[config.mk]
export PLATFORM = sky130hd
export DESIGN_NAME = nfc_atom_ca_latch
export DESIGN_NICKNAME = d
export VERILOG_FILES = /design/src/rtl/nfc_pkg.sv /design/src/rtl/nfc_timing_counter.sv /design/src/rtl/nfc_atom_ca_latch.sv
export SDC_FILE = /design/constraint.sdc
export NUM_CORES = 1
export LEC_CHECK = 0
export CAP_MARGIN = 20
export CORE_UTILIZATION = 30
export CTS_BUF_LIST = sky130_fd_sc_hd__clkbuf_4
export DETAILED_ROUTE_END_ITERATION = 16
export PLACE_DENSITY = 0.51
export SYNTH_ARGS = -nofsm -noshare
export SYNTH_HDL_FRONTEND = slang
export SYNTH_SLANG_ARGS = --single-unit
[constraint.sdc]
create_clock -name iSystemClock -period 4.3 [get_ports iSystemClock]
set_input_delay 0.86 -clock iSystemClock [delete_from_list [all_inputs] [get_ports iSystemClock]]
set_output_delay 0.86 -clock iSystemClock [all_outputs]
set_load 0.005 [all_outputs]
[src/rtl/nfc_pkg.sv]
// rtl/nfc_pkg.sv - shared NFC constants: ACG bit indices, CA-latch state encoding, default timing
package nfc_pkg;

  localparam int ACG_CA_BIT   = 6;
  localparam int CA_MAX_BYTES = 5;

  localparam int DEF_TCS = 2;
  localparam int DEF_TWP = 3;
  localparam int DEF_TWH = 2;
  localparam int DEF_TWB = 10;

  localparam logic [2:0] ST_IDLE     = 3'd0;
  localparam logic [2:0] ST_SETUP    = 3'd1;
  localparam logic [2:0] ST_WE_LOW   = 3'd2;
  localparam logic [2:0] ST_WE_HIGH  = 3'd3;
  localparam logic [2:0] ST_TWB_WAIT = 3'd4;
  localparam logic [2:0] ST_DONE     = 3'd5;
  localparam logic [2:0] ST_RECOVER  = 3'd6;

  typedef enum logic [2:0] {
    sIdle    = ST_IDLE,
    sSetup   = ST_SETUP,
    sWeLow   = ST_WE_LOW,
    sWeHigh  = ST_WE_HIGH,
    sTwbWait = ST_TWB_WAIT,
    sDone    = ST_DONE,
    sRecover = ST_RECOVER
  } caState_t;

  // Cycle counts below a floor are raised to it, then narrowed to the 8-bit counter width.
  function automatic logic [7:0] effCycles(input int value, input int minimum);
    return (value < minimum) ? 8'(minimum) : 8'(value);
  endfunction

endpackage

[src/rtl/nfc_timing_counter.sv]
// rtl/nfc_timing_counter.sv - loadable 8-bit down-counter; oDone while the count sits at zero
module nfc_timing_counter (
  input  logic       iSystemClock,
  input  logic       iReset,
  input  logic       iLoad,
  input  logic [7:0] iLoadValue,
  output logic [7:0] oCount,
  output logic       oDone
);

  assign oDone = (oCount == 8'd0);

  always_ff @(posedge iSystemClock or negedge iReset) begin
    if (!iReset) begin
      oCount <= 8'd0;
    end else if (iLoad) begin
      oCount <= iLoadValue;
    end else if (!oDone) begin
      oCount <= oCount - 8'd1;
    end
  end

endmodule

[src/rtl/nfc_atom_ca_latch.sv]
// rtl/nfc_atom_ca_latch.sv - ACG bit-6 responder: NAND async command/address latch cycles (0-5 bytes)
// Optional post-write tWB wait state is enabled by defining NFC_CA_TWB_WAIT_EN.
module nfc_atom_ca_latch
  import nfc_pkg::*;
#(
  parameter int NumberOfWays = 4,
  parameter int TCS          = DEF_TCS,
  parameter int TWP          = DEF_TWP,
  parameter int TWH          = DEF_TWH,
  parameter int TWB          = DEF_TWB
) (
  input  logic                    iSystemClock,
  input  logic                    iReset,
  input  logic [7:0]              iCommand,
  input  logic [2:0]              iCommandOption,
  input  logic [NumberOfWays-1:0] iTargetWay,
  input  logic [15:0]             iNumOfData,
  input  logic                    iCASelect,
  input  logic [39:0]             iCAData,
  output logic                    oReady,
  output logic                    oLastStep,
  output logic [NumberOfWays-1:0] oCE_n,
  output logic                    oCLE,
  output logic                    oALE,
  output logic                    oWE_n,
  output logic [7:0]              oDQ,
  output logic                    oDQOE
);

  // Counters are loaded with (cycles - 1) so oDone marks the final cycle of a phase.
  localparam logic [7:0] tcsLoad = effCycles(TCS, 1) - 8'd1;
  localparam logic [7:0] twpLoad = effCycles(TWP, 1) - 8'd1;
  localparam logic [7:0] twhLoad = effCycles(TWH, 2) - 8'd1;
`ifdef NFC_CA_TWB_WAIT_EN
  localparam logic [7:0] twbLoad = effCycles(TWB, 1) - 8'd1;
`endif

  caState_t                state;
  caState_t                nextState;
  logic [NumberOfWays-1:0] wayMask;
  logic                    caSelect;
  logic [39:0]             shiftData;
  logic [2:0]              bytesLeft;
  logic                    counterLoad;
  logic [7:0]              counterLoadValue;
  logic [7:0]              counterCount;
  logic                    counterDone;
  logic                    start;
  logic [2:0]              numClamped;

  wire unusedInputs = ^{iCommandOption, iCommand, 8'(TWB)};

  assign start      = (state == sIdle) && iCommand[ACG_CA_BIT];
  assign numClamped = (iNumOfData > 16'(CA_MAX_BYTES)) ? 3'(CA_MAX_BYTES) : iNumOfData[2:0];

  nfc_timing_counter uTimingCounter (
    .iSystemClock (iSystemClock),
    .iReset       (iReset),
    .iLoad        (counterLoad),
    .iLoadValue   (counterLoadValue),
    .oCount       (counterCount),
    .oDone        (counterDone)
  );

  always_ff @(posedge iSystemClock or negedge iReset) begin
    if (!iReset) begin
      state     <= sIdle;
      wayMask   <= '0;
      caSelect  <= 1'b0;
      shiftData <= 40'd0;
      bytesLeft <= 3'd0;
    end else begin
      state <= nextState;
      if (start) begin
        wayMask   <= iTargetWay;
        caSelect  <= iCASelect;
        shiftData <= iCAData;
        bytesLeft <= numClamped;
      end else if (state == sWeHigh && bytesLeft > 3'd1) begin
        // Next byte appears on DQ from the second WE# high cycle onward.
        if (counterCount == twhLoad) begin
          shiftData <= {shiftData[31:0], 8'h00};
        end
        if (counterDone) begin
          bytesLeft <= bytesLeft - 3'd1;
        end
      end
    end
  end

  always_comb begin
    nextState        = state;
    counterLoad      = 1'b0;
    counterLoadValue = 8'd0;
    oReady           = 1'b0;
    oLastStep        = 1'b0;
    oCE_n            = '1;
    oCLE             = 1'b0;
    oALE             = 1'b0;
    oWE_n            = 1'b1;
    oDQOE            = 1'b0;

    if (state == sSetup || state == sWeLow || state == sWeHigh) begin
      oCE_n = ~wayMask;
      oCLE  = caSelect;
      oALE  = ~caSelect;
      oDQOE = 1'b1;
    end

    case (state)
      sIdle: begin
        oReady = 1'b1;
        if (start) begin
          if (numClamped == 3'd0) begin
            nextState = sDone;
          end else begin
            nextState        = sSetup;
            counterLoad      = 1'b1;
            counterLoadValue = tcsLoad;
          end
        end
      end
      sSetup: begin
        if (counterDone) begin
          nextState        = sWeLow;
          counterLoad      = 1'b1;
          counterLoadValue = twpLoad;
        end
      end
      sWeLow: begin
        oWE_n = 1'b0;
        if (counterDone) begin
          nextState        = sWeHigh;
          counterLoad      = 1'b1;
          counterLoadValue = twhLoad;
        end
      end
      sWeHigh: begin
        if (counterDone) begin
          if (bytesLeft > 3'd1) begin
            nextState        = sWeLow;
            counterLoad      = 1'b1;
            counterLoadValue = twpLoad;
          end else begin
`ifdef NFC_CA_TWB_WAIT_EN
            nextState        = sTwbWait;
            counterLoad      = 1'b1;
            counterLoadValue = twbLoad;
`else
            nextState        = sDone;
`endif
          end
        end
      end
`ifdef NFC_CA_TWB_WAIT_EN
      sTwbWait: begin
        oCE_n = ~wayMask;
        if (counterDone) begin
          nextState = sDone;
        end
      end
`endif
      sDone: begin
        oLastStep = 1'b1;
        nextState = sRecover;
      end
      sRecover: begin
        nextState = sIdle;
      end
      default: begin
        nextState = sIdle;
      end
    endcase

    oDQ = oDQOE ? shiftData[39:32] : 8'h00;
  end

endmodule

== Word level (Yosys, flattened, before mapping) ==
Cells that the tools add are included.

* Equality and inequality tests: 10
* Bitwise logic cells: 2
* Reduce and logical (&&, ||, !) cells: 14
* $add $sub $neg: 2
* Magnitude comparators: 2
* Muxes and demuxes: 37

{| class="wikitable"
|+ Operator list
! kind !! number
|-
| 40-bit two-way mux || 3
|-
| 3-bit two-way mux || 10
|-
| 8-bit two-way mux || 3
|-
| 16-bit by 3-bit greater-than comparator with 1-bit output, second input constant || 1
|-
| 3-bit case mux with 5 select lines || 1
|-
| 1-bit two-way mux || 14
|-
| 2-bit inequality test, second input constant || 5
|-
| 8-bit by 1-bit equality test with 1-bit output, second input constant || 1
|-
| 8-bit zero test || 1
|-
| 2-bit case mux with 4 select lines || 1
|-
| 8-bit by 1-bit subtractor with 8-bit output, second input constant || 1
|-
| 3-bit by 2-bit equality test with 1-bit output, second input constant || 2
|-
| 3-bit zero test || 2
|-
| 2-bit two-way mux || 3
|-
| 2-bit nonzero test || 3
|-
| 4-bit two-way mux || 1
|-
| 4-bit inverter || 1
|-
| 2-bit AND reduction || 2
|-
| 4-bit AND reduction || 1
|-
| 3-bit by 1-bit equality test with 1-bit output, second input constant || 1
|-
| 3-bit equality test, second input constant || 1
|-
| 3-bit by 1-bit greater-than comparator with 1-bit output, second input constant || 1
|-
| 1-bit case mux with 3 select lines || 1
|-
| 3-bit by 1-bit subtractor with 3-bit output, second input constant || 1
|-
| 4 further kinds || 6
|}

* Input bits: 74
* Word-level logic and storage cells: 73
* Flip-flop bits (word level): 59

== Logic depth before layout (Yosys ltp) ==
Gate-level depths: netlist (run 1).

* Depth after elaboration: 7
* Mapped depth: 8

== Modules after synthesis ==
A second synthesis (run 1) with hierarchy kept.

* Cells, all modules: 300
* Area, all modules: 3258.1 µm²

{| class="wikitable"
|+ Modules (own cells, without submodules)
! module !! area an instance (µm²) !! times used !! cells each !! sequential area each (µm²)
|-
| nfc_atom_ca_latch || 2718.9 || 1 || 241 || 1276.2
|-
| nfc_timing_counter || 539.3 || 1 || 59 || 200.2
|}

== Worst setup path after synthesis (run 1) ==
Ideal clock, no wire load.

* Kind: input to register
* Start point: input iCommand[6]
* End point: register shiftData[21]
* Stages: 6
* Setup time: 0.126 ns
* Data arrival time: 2.093 ns
* Path buffers: 2
* Slack: 2.081 ns
* Cell sequence: or4b_4 -> buf_6 -> buf_6 -> and2_4 -> and3_1 -> a221o_1

* Cells in the longest elaborated chain, start to end: 3

{| class="wikitable"
|+ RTL lines
! what !! RTL line !! text
|-
| start, declared || nfc_atom_ca_latch.sv:14 || <nowiki>input logic [7:0] iCommand,</nowiki>
|-
| 1-bit logical AND * || nfc_atom_ca_latch.sv:53 || <nowiki>assign start = (state == sIdle) && iCommand[ACG_CA_BIT];</nowiki>
|-
| 2-bit nonzero test (no source line) || n/a ||
|-
| 2-bit AND reduction (no source line) || n/a ||
|-
| end signal, assigned || nfc_atom_ca_latch.sv:77 || <nowiki>shiftData <= iCAData;</nowiki>
|-
| end signal, assigned || nfc_atom_ca_latch.sv:82 || <nowiki>shiftData <= {shiftData[31:0], 8'h00};</nowiki>
|-
| end, declared || nfc_atom_ca_latch.sv:42 || <nowiki>logic [39:0] shiftData;</nowiki>
|}

Every way passes the cells marked *; elsewhere a longest branch is shown, timed or not.
A chain may end at the register's enable or synchronous reset.

== Final worst setup path (run 1) ==
* Start point: register state[2]
* End point: output oDQ[1]

* Cells in the longest elaborated chain, start to end: 5

{| class="wikitable"
|+ RTL lines
! what !! RTL line !! text
|-
| start, declared || nfc_atom_ca_latch.sv:38 || <nowiki>caState_t state;</nowiki>
|-
| start signal, assigned || nfc_atom_ca_latch.sv:67 || <nowiki>state <= sIdle;</nowiki>
|-
| start signal, assigned || nfc_atom_ca_latch.sv:73 || <nowiki>state <= nextState;</nowiki>
|-
| 3-bit by 1-bit equality test with 1-bit output / 3-bit by 2-bit equality test with 1-bit output (equally long branches) || nfc_atom_ca_latch.sv:103 || <nowiki>if (state == sSetup || state == sWeLow || state == sWeHigh) begin</nowiki>
|-
| 1-bit logical OR || nfc_atom_ca_latch.sv:103 ||
|-
| 1-bit logical OR * || nfc_atom_ca_latch.sv:103 ||
|-
| 1-bit two-way mux * || nfc_atom_ca_latch.sv:103 ||
|-
| 8-bit two-way mux * || nfc_atom_ca_latch.sv:175 || <nowiki>oDQ = oDQOE ? shiftData[39:32] : 8'h00;</nowiki>
|-
| end, declared || nfc_atom_ca_latch.sv:26 || <nowiki>output logic [7:0] oDQ,</nowiki>
|}

Marks and branches as above.

==> metrics, run 1 <==
Sum Neg Setup Slack=0 ps; Area Overhead vs Synth=31.4%; Antenna Cells=0; Setup-failing EPs final=0; leakage power=1.69 nW; Die Width=105 um; CTS tree=done; worst path required time=3440 ps; measured slew at the worst slew-check pin=945 ps; RSZ-0062 raised after global routing=false; Arr. time, crit path=2090 ps; Die Footprint=10900 um^2; Root Buffer=clkbuf_4; Inserted Clock Buffers=9; compound-gate portion of the synthesized area=23.2%; CP max FO=16; Avg WL per Cell=15.3 um; vias per std cell=5.10; Synth Area in Adders=1.98%; first-pass GRT wire length=14.0 mm; synthesized net count=413; Die Ht=105 um; maximum vdd drop=0.000210 V; dominant cell type by area after synthesis=dfrtp_1; Routed WL=8.39 mm; Pins Over Slew Limit=0; largest net degree at the start of global routing=53; area of the core=10300 um^2; Initial Util=30.7%; # DRC=0; kind of critical path=reg -> out; final hold violations=0; grt ovf=0; Slew HR=37.0%; Synth top cells by count=nand2_1, dfrtp_1, o211ai_1; row count=37; HP Class=in -> async; Post-CTS Resized=0; I/O Pins=92; initial antenna violation count=0; power per cell area=573 nW/um^2; 1st-iter DRT viols=128; Critical Path Sink Type=output port; top post-synthesis cells by area=dfrtp_1, nand2_1, o211ai_1; CTS HTree Levels=3; fin area=4150 um^2; DR vias=2792; grt peak-use layer=met2; antenna viol nets, final=0; Setup crit start kind=flip-flop; Max Fclk=339 MHz; mux share of post-synthesis cell area=0%; status=completed; Yosys reg bits=59; quantity of hold-fixing buffers added after cts=0; Post-synth EDFFs=0; GP Congestion=0.735; Mapped Area=3160 um^2; worst-skew pair later-pin latency=400 ps; global-route track usage on met2=26.2%; Final HPWL DP=5.48 mm; vias in the first global route=2822; Worst-path clk slew=110 ps; mean area per synthesized cell=9.45 um^2; Synth top area share=46.8%; Synth Flop Type=dfrtp_1; GRT Util Overall=16.3%; Ys Warns=0; Period Utilization, post-route=68.7%; share of layout cells above drive strength 1=7.54%; Final nets=485; met3 GRT Util=4.62%; library cells used by synthesis=46; # port buffers=81; simple-gate share of the synthesized area=22.6%; Max Cap Viol=0; Gate Count Post-Synth=334; post-layout min period=2950 ps; sequential fraction of the synthesis area=46.8%; xor/xnor share of the synthesized area=0.832%; clock buffer depth=2; largest family of logic cells by synthesized area=compound AO/OA/AOI/OAI gates; clk sinks=59; count leader, synth=nand2_1; Synth async-reset ratio=100%; Setup Buffers After CTS=0; met1 Usage GRT=21.7%; Detailed Routing Iterations Pass 1=4; Placed Area=4030 um^2; Clock Skew=23.2 ps
[worst paths after layout]
check | start | end | slack [ps] | depth (start not counted)
setup / recovery | state[2] | oDQ[1] | 1350 | 3
hold / removal | iReset | uTimingCounter.oCount[0] | 480 | 1
setup reg to reg | uTimingCounter.oCount[1] | shiftData[16] | 1480 | 6
hold reg to reg | wayMask[3] | wayMask[3] | 490 | 2
max in group asynchronous | iReset | bytesLeft[2] | 2930 | 2
min in group iSystemClock | wayMask[3] | wayMask[3] | 490 | 2
[placed cells by master (no fill, tap or decap), types with 2 or more instances in the layout]
cell and instances:
a211oi_1 5, a21oi_1 11, a221o_1 16, a311o_1 2, a31oi_1 4, and2_1 23
and2_4 3, and3_1 8, buf_4 3, clkbuf_4 10, clkdlybuf4s50_1 80, clkinv_1 2
clkinv_2 2, clkinvlp_4 2, dfrtp_1 59, ha_1 5, inv_1 8, nand2_1 63
nand2b_1 2, nor2_1 6, nor2b_1 3, nor3_1 8, nor3_2 2, nor4_1 2
o211ai_1 27, o21ai_0 21, o21ba_2 2, o22ai_1 2, o31ai_1 2, or3_1 3
or4_1 5, xor2_1 2
[metrics by stage]
stage / util, % / setup slack (ps) / total power, mW / hold WS, ps / std cells
after floorplan: - / 2080 / 1.66 / 446 / 334
after global routing: 40.4 / 1220 / 2.60 / 501 / 547
after global placement: 39.2 / 1320 / 2.03 / 461 / 530
after detailed placement: 39.2 / 1310 / 2.06 / 464 / 530
after CTS: 40.3 / 1320 / 2.40 / 486 / 546
final: 40.4 / 1350 / 2.38 / 483 / 547
[layer usage]
layer,up-vias,routed length (um),part of all wire [%]
met5,-,0,0
met4,0,43,0.51
met3,4,439,5.2
met2,88,3900,47
met1,1323,4000,48
li1,1377,-,-
[layout make-up]
cell class              count  area [um^2]
clock inverters             6         32.5
flip-flops and latches     59         1480
clock buffers              10         75.1
repair buffers             84          828
multi-input cells         244         1540
inverters                   8         30.0
fillers                  1071         6130
well taps                 136          170
[kinds of logic after synthesis]
kind of cell,Yosys count
compound gates,100
xor+xnor,3
fa+ha+maj,5
buf+inv,31
flops,59
simple gates,136
[report_power, final]
part	internal (mW)	total, mW	switching (mW)
sequential	0.796	0.936	0.141
clock	0.119	0.334	0.215
combinational	0.555	1.11	0.550
total	1.47	2.38	0.905
[worst max-delay path, cell delays in order, from the launching register on]
cell	delay, ps
dfrtp_1	490
o21ba_2	490
and2_1	180
clkdlybuf4s50_1	530
[state kept, by name, indices dropped and copies added (netlist names)]
register               count
wayMask                    4
bytesLeft                  3
shiftData                 40
state                      3
caSelect                   1
uTimingCounter.oCount      8
Power figures use the tool's default switching activity.
==> run 2, diff against run 1 <==
==> constraint.sdc (replaced) <==
create_clock -name iSystemClock -period 2.8 [get_ports iSystemClock]
set_input_delay 0.56 -clock iSystemClock [delete_from_list [all_inputs] [get_ports iSystemClock]]
set_output_delay 0.56 -clock iSystemClock [all_outputs]
set_load 0.005 [all_outputs]
==> run 2 against run 1 <==
Die area is the same. Total power is 54% higher. Clock skew is 5.9 ps lower. Utilization up 0.72 points. Clock power grew 49%. Critical path type unchanged. Largest cell class unchanged. Sequential power increased by 54%.
==> metrics, run 2 (synthesized netlist as in run 1, its figures left out) <==
vias in the first global route=2840 (was 2822); vias per std cell=5.06 (was 5.10); CP max stage delay=510 ps (was 530 ps); Max Fclk=383 MHz; HP Class=in -> async (unchanged); Worst-path clk slew=110 ps (about the same); Initial Util=30.7% (unchanged); Final nets=494 (was 485); final hold violations=0 (unchanged); commonest non-fill, non-tap cell in the layout=clkdlybuf4s50_1 (unchanged); Die Width=105 um (unchanged); Largest Register=shiftData (unchanged); antenna viol nets, final=0 (unchanged); Root Buffer=clkbuf_4 (unchanged); Setup crit start kind=flip-flop (unchanged); Slew HR=58.0% (was 37.0%); Max Cap Viol=0 (unchanged); Filler Cells Inserted=1085 (was 1071); WHS=132 ps (was 483 ps); power per cell area=868 nW/um^2 (was 573 nW/um^2); Routed WL=8.40 mm (was 8.39 mm); Clock Skew=17.3 ps (was 23.2 ps); CP max FO=16 (unchanged); GP Congestion=0.750 (was 0.735); Pins Over Slew Limit=0 (unchanged); Avg WL per Cell=15.1 um (was 15.3 um); Post-CTS Resized=0 (unchanged); CTS tree=done (unchanged); grt ovf=0 (unchanged); Largest regs=shiftData x40, uTimingCounter.oCount x8, wayMask x4 (unchanged); leakage power=1.74 nW (was 1.69 nW); largest net degree at the start of global routing=60 (was 53); Setup-failing EPs final=0 (unchanged); commonest cells after routing, fill and taps aside=clkdlybuf4s50_1, nand2_1, dfrtp_1 (unchanged); Period Utilization, post-route=93.2%; # DRC=0 (unchanged); Detailed Routing Iterations Pass 1=4 (unchanged); pre-CTS WS=227 ps (was 1310 ps); DR vias=2809 (was 2792); final worst slack=191 ps (was 1350 ps); Crit-path slowest cell=clkdlybuf4s50_1 (unchanged); 1st-iter DRT viols=134 (was 128); measured slew at the worst slew-check pin=628 ps (was 945 ps); post-layout min period=2610 ps; CTS HTree Levels=3 (unchanged); area of the core=10300 um^2 (unchanged); Largest register FFs=40 (unchanged); worst-skew pair later-pin latency=390 ps (was 400 ps); Die Footprint=10900 um^2 (unchanged); Antenna Cells=0 (unchanged); status=completed (unchanged); clk sinks=59 (unchanged); initial antenna violation count=0 (unchanged); row count=37 (unchanged); Area Overhead vs Synth=33.7% (was 31.4%); critical-path cell list=o21ba_2, and2_1, clkdlybuf4s50_1 (unchanged); GRT Util Overall=16.2% (was 16.3%); clock buffer depth=2 (unchanged); Inserted Clock Buffers=9 (unchanged); RSZ-0062 raised after global routing=false (unchanged); Setup Buffers After CTS=0 (unchanged); quantity of hold-fixing buffers added after cts=0 (unchanged); kind of critical path=reg -> out (unchanged); maximum vdd drop=0.000241 V (was 0.000210 V); I/O Pins=92 (unchanged); Critical Path Sink Type=output port (unchanged); Final HPWL DP=5.77 mm (was 5.48 mm); final core utilization=41.1% (was 40.4%); Arr. time, crit path=2050 ps (was 2090 ps); share of layout cells above drive strength 1=9.55% (was 7.54%); Sum Neg Setup Slack=0 ps (unchanged); worst path required time=2240 ps (was 3440 ps); Die Ht=105 um (unchanged); first-pass GRT wire length=13.9 mm (was 14.0 mm); # port buffers=81 (unchanged)
## run 2: changes by cell type in the layout (fill, tap and decap cells not counted)
cell / delta
buf_4: +8
clkbuf_4: -1
clkinv_1: -1
clkinv_2: +1
buf_12: +1
## run 2: final timing paths
| check | slack [ps] | cells past startpoint | startpoint | endpoint |
|---|---|---|---|---|
| setup / recovery | 190 | 3 | state[2] | oDQ[0] |
| setup reg to reg | 630 | 6 | uTimingCounter.oCount[1] | uTimingCounter.oCount[5] |
| hold / removal | 130 | 2 | iReset | state[1] |
| max in group asynchronous | 2360 | 2 | iReset | shiftData[33] |
| hold reg to reg | 490 | 2 | wayMask[2] | wayMask[2] |
| min in group iSystemClock | 490 | 2 | wayMask[2] | wayMask[2] |
## run 2: worst max-delay path: cells and delay by family (launching register included)
family	cells	cell delay, ps
AOI/OAI and AO/OA	1	460
buffers and inverters	1	510
DFF	1	480
and+or+nand+nor	1	210
## run 2: cell type report
class / instances / area, um^2 / area share (%)
multi-input combinational: 244 / 1540 / 36.4
sequential: 59 / 1480 / 35.0
timing repair buffer: 93 / 908 / 21.5
tap: 136 / 170 / 4.03
clock buffer: 9 / 67.6 / 1.60
clock inverter: 6 / 33.8 / 0.800
inverter: 8 / 30.0 / 0.711
## run 2: report_power, final
part / internal [mW] / leakage [nW] / switching [mW]
Combinational: 0.883 / 0.947 / 0.847
Sequential: 1.22 / 0.733 / 0.214
Clock: 0.170 / 0.0550 / 0.327
## run 2: routing by layer
| metal | vias to the layer above | routed length (um) | global-route usage (%) |
|---|---|---|---|
| met4 | 0 | 83 | 5.73 |
| met3 | 6 | 449 | 3.18 |
| met1 | 1339 | 3930 | 21.0 |
| li1 | 1389 | - | - |
| met5 | - | 0 | 0 |
| met2 | 75 | 3930 | 26.7 |
## run 2: through the flow
step | instances | total power [mW] | area, um^2
after floorplan | 334 | 2.54 | 3160
after global placement | 540 | 3.16 | 4120
after detailed placement | 540 | 3.21 | 4120
after CTS | 555 | 3.71 | 4220
after global routing | 555 | 4.00 | 4220
final | 555 | 3.66 | 4220
